$ cat config.mk
export PLATFORM = sky130hd
export DESIGN_NAME = mips32_mem_arbiter_flat
export DESIGN_NICKNAME = d
export VERILOG_FILES = /design/src/rtl/mips32_mem_arbiter_pkg.sv /design/src/rtl/mips32_mem_arbiter_if.sv /design/src/rtl/mips32_rd_tag_pipe.sv /design/src/rtl/mips32_mem_arbiter.sv /design/src/flat_wrapper.sv
export SDC_FILE = /design/constraint.sdc
export NUM_CORES = 1
export LEC_CHECK = 0
export ABC_AREA = 1
export CORE_UTILIZATION = 38
export CTS_CLUSTER_DIAMETER = 200
export DETAILED_ROUTE_END_ITERATION = 10
export HOLD_SLACK_MARGIN = 0.05
export PLACE_DENSITY = 0.87
export SYNTH_ARGS = -nofsm -noshare
export SYNTH_HDL_FRONTEND = slang
export SYNTH_SLANG_ARGS = --single-unit
$ cat constraint.sdc
create_clock -name clk -period 1.57 [get_ports clk]
set_input_delay 0.2355 -clock clk [delete_from_list [all_inputs] [get_ports clk]]
set_output_delay 0.2355 -clock clk [all_outputs]
set_load 0.01 [all_outputs]
$ cat src/rtl/mips32_mem_arbiter_pkg.sv
// Shared types and constants for the pipe_MIPS32 unified-memory arbiter.
// The read-return source tags live here so the tag pipe and the top agree on encoding.
package mips32_mem_pkg;

  localparam int AW_DEF = 10;
  localparam int DW_DEF = 32;

  typedef logic [1:0] src_tag_t;

  localparam src_tag_t SRC_NONE = 2'd0;
  localparam src_tag_t SRC_IF   = 2'd1;
  localparam src_tag_t SRC_DM   = 2'd2;
  localparam src_tag_t SRC_DBG  = 2'd3;

endpackage

$ cat src/rtl/mips32_mem_arbiter_if.sv
// Requester, memory-side and status signals of the arbiter.
// The slave modport is the arbiter's view; master is the core/memory/bench view.
interface mips32_mem_arbiter_if
  import mips32_mem_pkg::*;
#(
  parameter int AW = AW_DEF,
  parameter int DW = DW_DEF
) ();

  logic          dbg_req, dbg_we, dbg_gnt, dbg_rvalid;
  logic [AW-1:0] dbg_addr;
  logic [DW-1:0] dbg_wdata, dbg_rdata;

  logic          dm_req, dm_we, dm_gnt, dm_rvalid;
  logic [AW-1:0] dm_addr;
  logic [DW-1:0] dm_wdata, dm_rdata;

  logic          if_req, if_gnt, if_rvalid, stall_if;
  logic [AW-1:0] if_addr;
  logic [DW-1:0] if_rdata;

  logic          mem_en, mem_we;
  logic [AW-1:0] mem_addr;
  logic [DW-1:0] mem_wdata, mem_rdata;
  logic [15:0]   conflict_cnt;

  modport slave (
    input  dbg_req, dbg_we, dbg_addr, dbg_wdata,
    input  dm_req, dm_we, dm_addr, dm_wdata,
    input  if_req, if_addr, mem_rdata,
    output dbg_gnt, dbg_rvalid, dbg_rdata,
    output dm_gnt, dm_rvalid, dm_rdata,
    output if_gnt, if_rvalid, if_rdata, stall_if,
    output mem_en, mem_we, mem_addr, mem_wdata, conflict_cnt
  );

  modport master (
    output dbg_req, dbg_we, dbg_addr, dbg_wdata,
    output dm_req, dm_we, dm_addr, dm_wdata,
    output if_req, if_addr, mem_rdata,
    input  dbg_gnt, dbg_rvalid, dbg_rdata,
    input  dm_gnt, dm_rvalid, dm_rdata,
    input  if_gnt, if_rvalid, if_rdata, stall_if,
    input  mem_en, mem_we, mem_addr, mem_wdata, conflict_cnt
  );

endinterface

$ cat src/rtl/mips32_rd_tag_pipe.sv
// Delays the source tag of each issued access by RD_LAT cycles so it lines up
// with mem_rdata; reset flushes every stage so in-flight reads are dropped.
module mips32_rd_tag_pipe
  import mips32_mem_pkg::*;
#(
  parameter int RD_LAT = 1
) (
  input  logic     clk,
  input  logic     rst_n,
  input  src_tag_t tag_in,
  output src_tag_t tag_out
);

  src_tag_t tag_q [RD_LAT];

  always_ff @(posedge clk or negedge rst_n) begin
    if (!rst_n) begin
      for (int i = 0; i < RD_LAT; i++) tag_q[i] <= SRC_NONE;
    end else begin
      tag_q[0] <= tag_in;
      for (int i = 1; i < RD_LAT; i++) tag_q[i] <= tag_q[i-1];
    end
  end

  assign tag_out = tag_q[RD_LAT-1];

endmodule

$ cat src/rtl/mips32_mem_arbiter.sv
// Single-port memory arbiter for pipe_MIPS32: debug > MEM stage > IF, with an
// anti-starvation override for IF and tagged in-order read return.
module mips32_mem_arbiter
  import mips32_mem_pkg::*;
#(
  parameter int AW           = AW_DEF,
  parameter int DW           = DW_DEF,
  parameter int RD_LAT       = 1,
  parameter int STARVE_LIMIT = 4
) (
  input  logic                 clk,
  input  logic                 rst_n,
  mips32_mem_arbiter_if.slave  bus
);

  logic          dbgGnt, dmGnt, ifGnt, forceIf;
  logic          memEn, memWe;
  logic [AW-1:0] memAddr, memAddr_q;
  logic [DW-1:0] memWdata, memWdata_q;
  logic [3:0]    starveCnt_q, starveCnt_d;
  logic [15:0]   conflictCnt_q, conflictCnt_d;
  logic [1:0]    reqCount;
  src_tag_t      issueTag, tagOut;
  logic [DW-1:0] ifRdata_q, dmRdata_q, dbgRdata_q;

  // Grants are gated by rst_n so nothing is issued while reset is held.
  always_comb begin
    forceIf = bus.if_req && (starveCnt_q == 4'(STARVE_LIMIT));
    dbgGnt  = rst_n && bus.dbg_req;
    dmGnt   = rst_n && bus.dm_req && !bus.dbg_req && !forceIf;
    ifGnt   = rst_n && bus.if_req && !bus.dbg_req && (!bus.dm_req || forceIf);
  end

  always_comb begin
    memEn    = dbgGnt || dmGnt || ifGnt;
    memWe    = 1'b0;
    memAddr  = memAddr_q;
    memWdata = memWdata_q;
    issueTag = SRC_NONE;
    if (dbgGnt) begin
      memWe    = bus.dbg_we;
      memAddr  = bus.dbg_addr;
      memWdata = bus.dbg_wdata;
      issueTag = bus.dbg_we ? SRC_NONE : SRC_DBG;
    end else if (dmGnt) begin
      memWe    = bus.dm_we;
      memAddr  = bus.dm_addr;
      memWdata = bus.dm_wdata;
      issueTag = bus.dm_we ? SRC_NONE : SRC_DM;
    end else if (ifGnt) begin
      memAddr  = bus.if_addr;
      issueTag = SRC_IF;
    end
  end

  always_comb begin
    reqCount      = 2'(bus.dbg_req) + 2'(bus.dm_req) + 2'(bus.if_req);
    conflictCnt_d = conflictCnt_q;
    if (reqCount >= 2'd2 && conflictCnt_q != 16'hFFFF) conflictCnt_d = conflictCnt_q + 16'd1;
    starveCnt_d = starveCnt_q;
    if (!bus.if_req || ifGnt)                   starveCnt_d = '0;
    else if (starveCnt_q != 4'(STARVE_LIMIT))   starveCnt_d = starveCnt_q + 4'd1;
  end

  always_ff @(posedge clk or negedge rst_n) begin
    if (!rst_n) begin
      memAddr_q     <= '0;
      memWdata_q    <= '0;
      starveCnt_q   <= '0;
      conflictCnt_q <= '0;
    end else begin
      memAddr_q     <= memAddr;
      memWdata_q    <= memWdata;
      starveCnt_q   <= starveCnt_d;
      conflictCnt_q <= conflictCnt_d;
    end
  end

  mips32_rd_tag_pipe #(.RD_LAT(RD_LAT)) u_tag_pipe (
    .clk     (clk),
    .rst_n   (rst_n),
    .tag_in  (issueTag),
    .tag_out (tagOut)
  );

  // Each requester keeps its last returned word until its next read completes.
  always_ff @(posedge clk or negedge rst_n) begin
    if (!rst_n) begin
      ifRdata_q  <= '0;
      dmRdata_q  <= '0;
      dbgRdata_q <= '0;
    end else begin
      if (tagOut == SRC_IF)  ifRdata_q  <= bus.mem_rdata;
      if (tagOut == SRC_DM)  dmRdata_q  <= bus.mem_rdata;
      if (tagOut == SRC_DBG) dbgRdata_q <= bus.mem_rdata;
    end
  end

  assign bus.dbg_gnt      = dbgGnt;
  assign bus.dm_gnt       = dmGnt;
  assign bus.if_gnt       = ifGnt;
  assign bus.stall_if     = rst_n && bus.if_req && !ifGnt;
  assign bus.mem_en       = memEn;
  assign bus.mem_we       = memWe;
  assign bus.mem_addr     = memAddr;
  assign bus.mem_wdata    = memWdata;
  assign bus.conflict_cnt = conflictCnt_q;

  assign bus.if_rvalid  = (tagOut == SRC_IF);
  assign bus.dm_rvalid  = (tagOut == SRC_DM);
  assign bus.dbg_rvalid = (tagOut == SRC_DBG);
  assign bus.if_rdata   = (tagOut == SRC_IF)  ? bus.mem_rdata : ifRdata_q;
  assign bus.dm_rdata   = (tagOut == SRC_DM)  ? bus.mem_rdata : dmRdata_q;
  assign bus.dbg_rdata  = (tagOut == SRC_DBG) ? bus.mem_rdata : dbgRdata_q;

endmodule

$ cat src/flat_wrapper.sv
// flat-port wrapper written by rule: the top's interface ports become plain ports
module mips32_mem_arbiter_flat import mips32_mem_pkg::*;
#(
  parameter int AW           = AW_DEF,
  parameter int DW           = DW_DEF,
  parameter int RD_LAT       = 1,
  parameter int STARVE_LIMIT = 4
)
  (clk, rst_n, bus_dbg_req, bus_dbg_we, bus_dbg_addr, bus_dbg_wdata, bus_dm_req, bus_dm_we, bus_dm_addr, bus_dm_wdata, bus_if_req, bus_if_addr, bus_mem_rdata, bus_dbg_gnt, bus_dbg_rvalid, bus_dbg_rdata, bus_dm_gnt, bus_dm_rvalid, bus_dm_rdata, bus_if_gnt, bus_if_rvalid, bus_if_rdata, bus_stall_if, bus_mem_en, bus_mem_we, bus_mem_addr, bus_mem_wdata, bus_conflict_cnt);
  mips32_mem_arbiter_if #(.AW(AW), .DW(DW)) bus_i ();
  input  logic clk;
  input  logic rst_n;
  input wire logic [$bits(bus_i.dbg_req)-1:0] bus_dbg_req;
  input wire logic [$bits(bus_i.dbg_we)-1:0] bus_dbg_we;
  input wire logic [$bits(bus_i.dbg_addr)-1:0] bus_dbg_addr;
  input wire logic [$bits(bus_i.dbg_wdata)-1:0] bus_dbg_wdata;
  input wire logic [$bits(bus_i.dm_req)-1:0] bus_dm_req;
  input wire logic [$bits(bus_i.dm_we)-1:0] bus_dm_we;
  input wire logic [$bits(bus_i.dm_addr)-1:0] bus_dm_addr;
  input wire logic [$bits(bus_i.dm_wdata)-1:0] bus_dm_wdata;
  input wire logic [$bits(bus_i.if_req)-1:0] bus_if_req;
  input wire logic [$bits(bus_i.if_addr)-1:0] bus_if_addr;
  input wire logic [$bits(bus_i.mem_rdata)-1:0] bus_mem_rdata;
  output wire logic [$bits(bus_i.dbg_gnt)-1:0] bus_dbg_gnt;
  output wire logic [$bits(bus_i.dbg_rvalid)-1:0] bus_dbg_rvalid;
  output wire logic [$bits(bus_i.dbg_rdata)-1:0] bus_dbg_rdata;
  output wire logic [$bits(bus_i.dm_gnt)-1:0] bus_dm_gnt;
  output wire logic [$bits(bus_i.dm_rvalid)-1:0] bus_dm_rvalid;
  output wire logic [$bits(bus_i.dm_rdata)-1:0] bus_dm_rdata;
  output wire logic [$bits(bus_i.if_gnt)-1:0] bus_if_gnt;
  output wire logic [$bits(bus_i.if_rvalid)-1:0] bus_if_rvalid;
  output wire logic [$bits(bus_i.if_rdata)-1:0] bus_if_rdata;
  output wire logic [$bits(bus_i.stall_if)-1:0] bus_stall_if;
  output wire logic [$bits(bus_i.mem_en)-1:0] bus_mem_en;
  output wire logic [$bits(bus_i.mem_we)-1:0] bus_mem_we;
  output wire logic [$bits(bus_i.mem_addr)-1:0] bus_mem_addr;
  output wire logic [$bits(bus_i.mem_wdata)-1:0] bus_mem_wdata;
  output wire logic [$bits(bus_i.conflict_cnt)-1:0] bus_conflict_cnt;
  assign bus_i.dbg_req = bus_dbg_req;
  assign bus_i.dbg_we = bus_dbg_we;
  assign bus_i.dbg_addr = bus_dbg_addr;
  assign bus_i.dbg_wdata = bus_dbg_wdata;
  assign bus_i.dm_req = bus_dm_req;
  assign bus_i.dm_we = bus_dm_we;
  assign bus_i.dm_addr = bus_dm_addr;
  assign bus_i.dm_wdata = bus_dm_wdata;
  assign bus_i.if_req = bus_if_req;
  assign bus_i.if_addr = bus_if_addr;
  assign bus_i.mem_rdata = bus_mem_rdata;
  assign bus_dbg_gnt = bus_i.dbg_gnt;
  assign bus_dbg_rvalid = bus_i.dbg_rvalid;
  assign bus_dbg_rdata = bus_i.dbg_rdata;
  assign bus_dm_gnt = bus_i.dm_gnt;
  assign bus_dm_rvalid = bus_i.dm_rvalid;
  assign bus_dm_rdata = bus_i.dm_rdata;
  assign bus_if_gnt = bus_i.if_gnt;
  assign bus_if_rvalid = bus_i.if_rvalid;
  assign bus_if_rdata = bus_i.if_rdata;
  assign bus_stall_if = bus_i.stall_if;
  assign bus_mem_en = bus_i.mem_en;
  assign bus_mem_we = bus_i.mem_we;
  assign bus_mem_addr = bus_i.mem_addr;
  assign bus_mem_wdata = bus_i.mem_wdata;
  assign bus_conflict_cnt = bus_i.conflict_cnt;
  mips32_mem_arbiter #(.AW(AW), .DW(DW), .RD_LAT(RD_LAT), .STARVE_LIMIT(STARVE_LIMIT)) u_core (.clk(clk), .rst_n(rst_n), .bus(bus_i));
endmodule
==> impl_metrics.toml <==
[timing]
fin_crit_sh_pct = 149
slew_viol_final = 0
min_period_ns = 2.34
setup_viol = 174
timing.final.ws_setup_ns = -0.770
finClkSkew_ns = 0.0172
max_slew_margin_pct = 30.0
tightest_slew_ns = 1.05
rsz0062_at_grt = "yes"
max_freq_mhz = 427
final-hold-violation-count = 0

[placed_design]
dpl.hpwl_um = 15800
place_congestion = 0.821
port_buffers = 295
placed_area_sq_um = 10900

[cts]
htree_levels = 4
clk_pin_slew_ns = 0.07
clock_path_buffers = 2
clk_latency_ns = 0.43
cts_buffers = 17
cts_sinks = 160
cts_tree = "done"
clock-root-buffer = "clkbuf_16"

[power_and_ir_drop]
p_total_mw = 17.7
clkPwrFrac_pct = 23.3
power_frac_comb_pct = 44.4
p_sw_mw = 6.28
p_seq_share_pct = 32.2
powerDensity_nw_per_um2 = 1180
max-vdd-ir-drop_mv = 0.878
power.internal_mw = 11.5
leakage_nw = 7.04
swShare_pct = 35.4

[drt]
wirelength_um = 36400
drtPass1Iterations = 4
routed-via-count = 8321
via_per_inst = 5.46
drc = 0
wl_per_cell_um = 23.9
postRouteAntennaNets = 0
drtIter0Drc = 451

[yosys]
postSynthCellCount = 768
ys.flop_type = "dfrtp_1"
syn_avg_cell_area_sq_um = 8.79
synth_fp_nets = 905
ys_seq_area_share_pct = 59.3
netlist_area_sq_um = 6750
yosysWarnings = 0
async_flop_share_pct = 100
synth_seq_cells = 160
yosys.cell_types.count = 27
synth_edf_count = 0

[cells_and_area]
final_cell_area_sq_um = 15000
num-fill-cells = 721
drive_above_1_share_pct = 57.1
nets = 1423
areaGrowthSynthToFinish_pct = 123

[run_status]
violations = "setup timing"
status = "finished with violations"

[hold_path]
hold_class = "primary input to asynchronous set/reset pin"

[global_route]
grt_use_total_pct = 30.5
grt_first_pass_wirelength_um = 42300
grt-ovfl-total = 0
antenna_found_initial = 1
grt_pass1_vias = 8027
grt_max_degree = 81

[critical_path]
rrSetupSlack_ns = -0.25
worst_ep_required_time_ns = 1.33
cpMaxStageDelayCell = "dfrtp_1"
reg2reg_depth = 15
cp.arrival_ns = 2.10
crit_cells = 13
max_stage_delay_ns = 0.39
cp_num_buf_inv = 5
timing.critical_path.cells = "inv_2 -> ha_4 -> inv_2 -> nor2_4 -> nand2_2 -> buf_6 -> nand2_8 -> buf_12 -> nand3_1 -> nand3_4 -> nand2_4 -> nand2_4 -> buf_6"
regToRegEndpoint = "u_core.memAddr_q[3]"
cp_max_fo = 9
worst_setup_path_start_kind = "flop"
cp-end-kind = "output port"
cp_top_family = "simple AND/OR/NAND/NOR gates"
setup.worst_path.class = "flop to output port"
r2r_start = "u_core.starveCnt_q[0]"

[floorplanning]
chipWidth_um = 135
start_util_pct = 39.0
ios = 296
row_count = 48
core_sq_um = 17300
die_y_um = 135
die_area_sq_um = 18300

[run]
maxCapViolCount = 0
-- synth_stat cells, types with 2 or more instances --
| library cell | number | area (sq um) |
|---|---|---|
| ha_1 | 4 | 50.1 |
| dfrtp_1 | 160 | 4000 |
| buf_2 | 13 | 65.1 |
| clkbuf_1 | 22 | 82.6 |
| nor2_1 | 85 | 319 |
| buf_6 | 2 | 22.5 |
| xor2_1 | 7 | 61.3 |
| nand2_1 | 220 | 826 |
| o21ai_0 | 101 | 505 |
| nand3_1 | 39 | 195 |
| o22ai_1 | 33 | 206 |
| nand2_4 | 2 | 22.5 |
| o21ai_2 | 4 | 35.0 |
| inv_1 | 59 | 221 |
| nand2_2 | 5 | 31.3 |
-- power by group through the flow --
stage	Clock (mW)	Combinational (mW)	Sequential, mW
final	4.14	7.89	5.72
after CTS	4.07	5.59	5.37
after global placement	0	4.97	5.35
after global routing	4.33	8.22	5.75
after detailed placement	0	5.10	5.40
after floorplan	0	1.82	5.38
-- state kept, by name (all words and copies together) (netlist names) --
name	cells
u_core.starveCnt_q	4
u_core.dbgRdata_q	32
u_core.bus.conflict_cnt	16
u_core.memAddr_q	10
u_core.memWdata_q	32
u_core.u_tag_pipe.tag_out	2
u_core.ifRdata_q	32
u_core.dmRdata_q	32
-- timing repair --
action                     4_1_cts  5_1_grt
hold buffers                     1        0
setup endpoints to repair      210      219
pin swaps                       12       33
gates cloned                    16        9
buffers inserted                57       70
gates resized for setup        980      406
hold endpoints to repair         7        0
-- final cells by class --
class / count / area, sq um / share of cell area [%]
antenna: 1 / 2.50 / 0.0166
clock buffer: 20 / 467 / 3.10
clock inverter: 12 / 109 / 0.724
inverter: 60 / 238 / 1.58
multi-input combinational: 511 / 4350 / 28.9
sequential: 160 / 4010 / 26.7
tap: 225 / 282 / 1.87
timing repair buffer: 536 / 5580 / 37.1
-- cells in the final DEF, fill, tap and decap left out, types with 2 or more instances in the layout --
cell type,n
o22ai_1,28
inv_1,51
clkinv_4,4
dlygate4sd2_1,15
xor2_1,7
nand2_8,7
nand3_1,31
clkbuf_16,26
nand2_4,57
dfrtp_1,155
dfrtp_2,5
buf_8,7
nand3_2,8
nor2_4,25
nor2_1,19
nand2_2,60
o21ai_2,22
inv_4,5
nand2_1,104
buf_12,30
clkbuf_8,3
o21ai_4,79
buf_4,143
clkdlybuf4s50_1,129
nor2_2,42
o21ai_1,2
buf_6,137
dlymetal6s2s_1,3
clkinv_2,4
clkinvlp_4,2
buf_2,50
o21ai_0,4
inv_2,4
ha_1,3
o22ai_2,4
buf_16,11
-- stage by stage --
stage               cells  util [%]  setup slack, ns  TNS (ns)  hold WS, ns
floorplan             768         -          -0.0421    -0.941      -0.0601
global placement     1361      62.9           -0.837    -75.72        0.154
detailed placement   1361      62.9           -0.890    -82.71        0.156
CTS                  1466      74.3           -0.827    -79.90        0.209
global route         1525      86.9           -0.839    -83.05        0.263
finish               1525      86.9           -0.770    -72.07        0.152
-- logic make-up after synthesis --
| kind of cell | count (synthesis) | synth area share (%) |
|---|---|---|
| XOR/XNOR | 8 | 1.04 |
| flip-flops | 160 | 59.3 |
| AND/OR/NAND/NOR | 355 | 21.1 |
| multiplexers | 1 | 0.148 |
| AO/OA/AOI/OAI | 142 | 11.6 |
| buffers and inverters | 98 | 5.97 |
| adder cells (fa/ha/maj) | 4 | 0.742 |
-- routing by layer --
metal / part of all wire, % / routed length (um) / global-route usage (%) / vias to the layer above
li1: - / - / - / 3516
met1: 35 / 12700 / 32.0 / 4126
met2: 51 / 18600 / 56.4 / 518
met3: 7.8 / 2860 / 7.48 / 161
met4: 6.0 / 2170 / 15.3 / 0
met5: 0 / 0 / 0 / -
-- how the worst max path moves through the flow --
| stage | start | end | slack, ns |
|---|---|---|---|
| 2_1_floorplan | u_core.starveCnt_q[0] | bus_mem_addr[4] | -0.04 |
| 3_3_place_gp | bus_dm_req | bus_mem_wdata[12] | -0.84 |
| 3_5_place_dp | bus_if_req | bus_mem_addr[3] | -0.89 |
| 4_1_cts | u_core.starveCnt_q[1] | bus_mem_addr[6] | -0.83 |
| 5_1_grt | u_core.starveCnt_q[1] | bus_mem_addr[3] | -0.84 |
| 6_report | u_core.starveCnt_q[0] | bus_mem_addr[4] | -0.77 |
-- tightest hold or removal path, stage by stage --
cell and delay (ns):
buf_6 0.10, buf_4 0.11, buf_4 0.70
Note: power is estimated with default switching activity, not from simulation.
